===== src/rtl/pipe_ctrl_pkg.sv =====
// Shared types and encodings for the pipeline hazard/control logic.
package pipe_ctrl_pkg;

    localparam int unsigned REG_AW = 4;
    localparam int unsigned CNT_W  = 8;
    localparam int unsigned SEL_W  = 2;

    // Interrupt entry sequencer states
    typedef enum logic [1:0] {
        RUN    = 2'b00,
        SAVE   = 2'b01,
        MASKED = 2'b10
    } state_e;

    // Next-PC source encodings
    localparam logic [SEL_W-1:0] PC_SEQ = 2'b00;
    localparam logic [SEL_W-1:0] PC_BR  = 2'b01;
    localparam logic [SEL_W-1:0] PC_VEC = 2'b10;

endpackage


===== src/rtl/stall_timer.sv =====
// Saturating memory-wait length counter with a sticky timeout flag.
module stall_timer
    import pipe_ctrl_pkg::*;
#(
    parameter int unsigned WAIT_LIMIT = 255
) (
    input  logic clk,
    input  logic rst,
    input  logic mem_wt,
    output logic mem_timeout
);

    localparam logic [CNT_W-1:0] CNT_MAX = '1;
    localparam logic [CNT_W-1:0] CNT_HIT = CNT_W'(WAIT_LIMIT - 1);

    logic [CNT_W-1:0] cnt_q, cnt_d;
    logic             timeout_q, timeout_d;

    // Count consecutive wait cycles; flag fires when the last allowed cycle is still waiting
    always_comb begin
        cnt_d     = '0;
        timeout_d = timeout_q;
        if (mem_wt) begin
            cnt_d = (cnt_q == CNT_MAX) ? cnt_q : cnt_q + CNT_W'(1);
            if (cnt_q == CNT_HIT) begin
                timeout_d = 1'b1;
            end
        end
    end

    // Counter and flag registers
    always_ff @(posedge clk) begin
        if (rst) begin
            cnt_q     <= '0;
            timeout_q <= 1'b0;
        end else begin
            cnt_q     <= cnt_d;
            timeout_q <= timeout_d;
        end
    end

    assign mem_timeout = timeout_q;

endmodule


===== src/rtl/hazard_unit.sv =====
// Pipeline stall/flush driver: load-use, back-end stalls, mispredicts, interrupt entry.
module hazard_unit
    import pipe_ctrl_pkg::*;
#(
    parameter int unsigned WAIT_LIMIT = 255
) (
    input  logic              clk,
    input  logic              rst,
    input  logic [REG_AW-1:0] id_p0_addr,
    input  logic [REG_AW-1:0] id_p1_addr,
    input  logic              id_p0_used,
    input  logic              id_p1_used,
    input  logic              ex_mem_re,
    input  logic              ex_we,
    input  logic [REG_AW-1:0] ex_dst_addr,
    input  logic              ex_mispredict,
    input  logic              mem_wt,
    input  logic              accel_busy,
    input  logic              ex_send,
    input  logic              spart_full,
    input  logic              intr_req,
    input  logic              intr_ret,
    output logic              pc_stall,
    output logic [SEL_W-1:0]  pc_sel,
    output logic              if_id_stall,
    output logic              if_id_flush,
    output logic              id_ex_stall,
    output logic              id_ex_flush,
    output logic              id_ex_store_current,
    output logic              ex_mem_stall,
    output logic              intr_ack,
    output logic              mem_timeout
);

    state_e state_q, state_d;
    logic   pend_q, pend_d;
    logic   intr_ack_q, intr_ack_d;
    logic   back_stall;
    logic   load_use;
    logic   timeout_raw;

    // Hazard detection
    assign back_stall = mem_wt | accel_busy | (ex_send & spart_full);
    assign load_use   = ex_mem_re & ex_we &
                        ((id_p0_used & (id_p0_addr == ex_dst_addr)) |
                         (id_p1_used & (id_p1_addr == ex_dst_addr)));

    // State, pending-interrupt and ack registers
    always_ff @(posedge clk) begin
        if (rst) begin
            state_q    <= RUN;
            pend_q     <= 1'b0;
            intr_ack_q <= 1'b0;
        end else begin
            state_q    <= state_d;
            pend_q     <= pend_d;
            intr_ack_q <= intr_ack_d;
        end
    end

    // Next-state: enter SAVE only on a hazard-free cycle; SAVE completes when nothing outranks it
    always_comb begin
        state_d    = state_q;
        pend_d     = pend_q;
        intr_ack_d = 1'b0;
        case (state_q)
            RUN: begin
                if (intr_req) begin
                    pend_d = 1'b1;
                end
                if (pend_q && !back_stall && !ex_mispredict && !load_use) begin
                    state_d = SAVE;
                end
            end
            SAVE: begin
                if (!back_stall && !ex_mispredict) begin
                    state_d    = MASKED;
                    pend_d     = 1'b0;
                    intr_ack_d = 1'b1;
                end
            end
            MASKED: begin
                if (intr_ret && !back_stall) begin
                    state_d = RUN;
                end
            end
            default: begin
                state_d = RUN;
            end
        endcase
    end

    // Outputs: fixed priority back_stall > mispredict > SAVE > load_use, all quiet in reset
    always_comb begin
        pc_stall            = 1'b0;
        pc_sel              = PC_SEQ;
        if_id_stall         = 1'b0;
        if_id_flush         = 1'b0;
        id_ex_stall         = 1'b0;
        id_ex_flush         = 1'b0;
        id_ex_store_current = 1'b0;
        ex_mem_stall        = 1'b0;
        if (!rst) begin
            if (back_stall) begin
                pc_stall     = 1'b1;
                if_id_stall  = 1'b1;
                id_ex_stall  = 1'b1;
                ex_mem_stall = 1'b1;
            end else if (ex_mispredict) begin
                if_id_flush = 1'b1;
                id_ex_flush = 1'b1;
                pc_sel      = PC_BR;
            end else if (state_q == SAVE) begin
                id_ex_store_current = 1'b1;
                if_id_flush         = 1'b1;
                pc_sel              = PC_VEC;
            end else if (load_use) begin
                pc_stall    = 1'b1;
                if_id_stall = 1'b1;
                id_ex_flush = 1'b1;
            end
        end
    end

    stall_timer #(
        .WAIT_LIMIT (WAIT_LIMIT)
    ) u_stall_timer (
        .clk         (clk),
        .rst         (rst),
        .mem_wt      (mem_wt),
        .mem_timeout (timeout_raw)
    );

    assign intr_ack    = intr_ack_q & ~rst;
    assign mem_timeout = timeout_raw & ~rst;

endmodule


===== config.mk =====
export PLATFORM = sky130hd
export DESIGN_NAME = hazard_unit
export DESIGN_NICKNAME = d
export VERILOG_FILES = /design/src/rtl/pipe_ctrl_pkg.sv /design/src/rtl/stall_timer.sv /design/src/rtl/hazard_unit.sv
export SDC_FILE = /design/constraint.sdc
export NUM_CORES = 1
export LEC_CHECK = 0
export CELL_PAD_IN_SITES_DETAIL_PLACEMENT = 1
export CELL_PAD_IN_SITES_GLOBAL_PLACEMENT = 2
export CORE_ASPECT_RATIO = 1.75
export CORE_UTILIZATION = 23
export CTS_CLUSTER_DIAMETER = 80
export CTS_CLUSTER_SIZE = 8
export DETAILED_ROUTE_END_ITERATION = 7
export GPL_ROUTABILITY_DRIVEN = 0
export PLACE_DENSITY = 0.85
export SLEW_MARGIN = 25
export SYNTH_ARGS = -nofsm -noshare
export SYNTH_HDL_FRONTEND = slang
export SYNTH_HIERARCHICAL = 1
export SYNTH_SLANG_ARGS = --single-unit

===== constraint.sdc =====
create_clock -name clk -period 1.9 [get_ports clk]
set_input_delay 0.38 -clock clk [delete_from_list [all_inputs] [get_ports clk]]
set_output_delay 0.38 -clock clk [all_outputs]
set_load 0.02 [all_outputs]

==> out/qor.txt <==
status: finished clean
Die Span Y: 81.7 µm
Die X: 47.5 µm
ant diodes: 0
global-route wire length before repair: 4.26 mm
Synth Instances: 97
clk_lat worst skew: 250 ps
r2r worst-path depth: 4
num ports: 36
maximum VDD drop: 256 µV
layout cells sized above 1: 32.1%
Critical Path Start Type: primary input
CTS root buf: clkbuf_8
vias in the first global route: 987
CP endpoint kind: output pin
Yosys cell types: 38
Initial Utilization: 24.3%
DRT iter0 DRCs: 21
Least-Margin Pin Slew: 341 ps
area delta synth->final: 58.2%
total wire length: 2.57 mm
unrepaired setup endpoints after global routing: yes
FILL cells: 438
internal reg-to-reg setup slack: 440 ps
initial antenna violation count: 0
Multi-input gate area: 586 µm²
CP required: 1520 ps
max cap viols: 0
post-route ant nets: 0
WL/cell: 13.9 µm
Fmax: 527 MHz
clock sinks: 13
Clock Skew: 3.53 ps
Crit Reg-Reg Startpoint: u_stall_timer/cnt_q[0]$_SDFFE_PP0P_
CP Max Fanout: 2
count of input and output buffers: 35
residual DRC count: 0
cell area after layout: 1320 µm²
Yosys warnings: 6
average size of a mapped cell: 8.60 µm²
slew margin rel.: 77.3%
cell leakage power: 0.553 nW
Overflow after GRT: 0
GRT Resource Usage Total: 15.6%
Main synth FF type: dfxtp_1
crit path from: ex_dst_addr[0]
htree depth: 1
fin util: 38.4%
DP Area: 1280 µm²
post-route clock period utilization: 99.9%
CTS clk-pin slew, worst paths: 60 ps
die area: 3880 µm²
core area: 3430 µm²
WP data arrival: 1520 ps
hpwl dp: 2.14 mm
Crit Path Class: primary input to output pin
number of synthesized flops with an enable pin: 0
PwrDens: 515 nW/µm²
vias: 894
clock tree buffer depth: 2
std cell rows: 28
routed vias/inst: 4.83
mapped cell area: 835 µm²
1st-pass router iterations: 3
Final Hold Fails: 0
Nets: 168
async set or reset register ratio after synthesis: 0%
Placed Cells: 181
flops & latches, synth: 13
Non-Filler Instances: 185
HP Class: flop to flop
Max Slew Vio Count: 0
share of the yosys chip area belonging to registers: 31.2%
final setup violation count: 0
TritonCTS buffer count: 3
CTS tree: done
hold_buf cts: 0
register area: 260 µm²
min Tclk post-route: 1900 ps
reg2reg end: u_stall_timer/cnt_q[7]$_SDFFE_PP0P_
largest net degree at the start of global routing: 10
Post-CTS Setup Bufs: 0
Critical Path Sink: pc_stall
Syn Nets: 124
hold_ws: 466 ps
[worst max-delay path: stages]
cell and delay [ps]:
buf_8 100, xnor2_2 130, nand4_1 150, nor4_4 310
o21ai_1 130, a21oi_2 150, buf_4 160
[metal layers]
metal  global-route usage (%)  vias up  routed length [µm]
met2                     31.6       33                1580
met4                     5.83        0                  51
met5                        0        -                   0
met1                     13.3      426                 817
li1                         -      430                   -
met3                     3.30        5                 119
[metrics by stage]
stage               setup slack, ps  total power [W]  setup TNS (ps)
floorplan                      81.8         0.000342               0
global placement               -822         0.000429           -6090
detailed placement             -927         0.000433           -6560
CTS                            -202         0.000692           -1080
global route                  -56.9         0.000710            -135
finish                         2.57         0.000680               0
[registers in the layout, summed over array words and instances, names as in the netlist]
register                   count
u_stall_timer/mem_timeout      1
intr_ack_q                     1
u_stall_timer/cnt_q            8
state_q                        2
pend_q                         1
[cell type report]
| type | instances | share of cell area (%) |
|---|---|---|
| multi-input combinational | 75 | 44.4 |
| timing repair buffer | 44 | 27.1 |
| sequential | 13 | 19.7 |
| tap | 45 | 4.27 |
| clock buffer | 4 | 3.41 |
| inverter | 4 | 1.14 |
[layout by cell type (no fill, tap or decap), types with 2 or more instances in the layout]
cell and count:
nor2b_1 4, clkdlybuf4s50_1 3, xor2_1 3, clkdlybuf4s15_1 2, buf_2 6, clkbuf_2 3, a31oi_1 3, a21oi_1 7
nor3b_1 2, dlymetal6s2s_1 4, inv_1 4, nor2_1 7, o21ai_0 2, xor2_2 3, nand2_1 3, ha_1 2
nand3_1 4, xnor2_1 2, buf_4 17, nand4_1 3, clkbuf_8 3, xnor2_2 2, dfxtp_1 13, o21bai_1 2
dlygate4sd2_1 8, o21ai_1 2, nor3_1 3
[synthesized netlist by cell type (2+ instances only)]
master / count / area (µm²)
dfxtp_1: 13 / 260
a21oi_1: 8 / 40.0
nor2_1: 7 / 26.3
xor2_1: 6 / 52.6
inv_1: 4 / 15.0
nand3_1: 4 / 20.0
nor2b_1: 4 / 25.0
xnor2_1: 4 / 35.0
a31oi_1: 3 / 18.8
buf_4: 3 / 22.5
nand2_1: 3 / 11.3
nand4_1: 3 / 18.8
nor3_1: 3 / 15.0
nor3b_1: 3 / 22.5
ha_1: 2 / 25.0
nor4_1: 2 / 12.5
o21ai_0: 2 / 10.0
o21ai_1: 2 / 10.0
o21bai_1: 2 / 15.0
[worst min path at each step]
stage               cells after the start  slack, ps                                    from                                      to
global placement                        2        460  u_stall_timer/mem_timeout$_SDFFE_PP0P_  u_stall_timer/mem_timeout$_SDFFE_PP0P_
finish                                  2        470  u_stall_timer/mem_timeout$_SDFFE_PP0P_  u_stall_timer/mem_timeout$_SDFFE_PP0P_
CTS                                     2        470  u_stall_timer/mem_timeout$_SDFFE_PP0P_  u_stall_timer/mem_timeout$_SDFFE_PP0P_
floorplan                               2        430  u_stall_timer/mem_timeout$_SDFFE_PP0P_  u_stall_timer/mem_timeout$_SDFFE_PP0P_
global route                            2        510  u_stall_timer/mem_timeout$_SDFFE_PP0P_  u_stall_timer/mem_timeout$_SDFFE_PP0P_
detailed placement                      2        460  u_stall_timer/mem_timeout$_SDFFE_PP0P_  u_stall_timer/mem_timeout$_SDFFE_PP0P_
[power by group]
| group | switching (W) | total (W) | internal, W |
|---|---|---|---|
| combinational | 0.0000668 | 0.000139 | 0.0000726 |
| clock | 0.000109 | 0.000258 | 0.000149 |
| sequential | 0.00000505 | 0.000282 | 0.000277 |
[cells by family after synthesis]
family / Yosys count / synth area share, %
AND/OR/NAND/NOR: 42 / 31.6
AO/OA/AOI/OAI: 21 / 17.1
flip-flops: 13 / 31.2
XOR/XNOR: 10 / 10.5
buffers and inverters: 9 / 6.60
adder cells (fa/ha/maj): 2 / 3.00
[timing repair]
item,4_1_cts,5_1_grt
endpoints found under the setup margin,11,9
gates resized for setup,88,14
pin swaps,13,3
No activity file was read; power rests on OpenSTA's default activity.
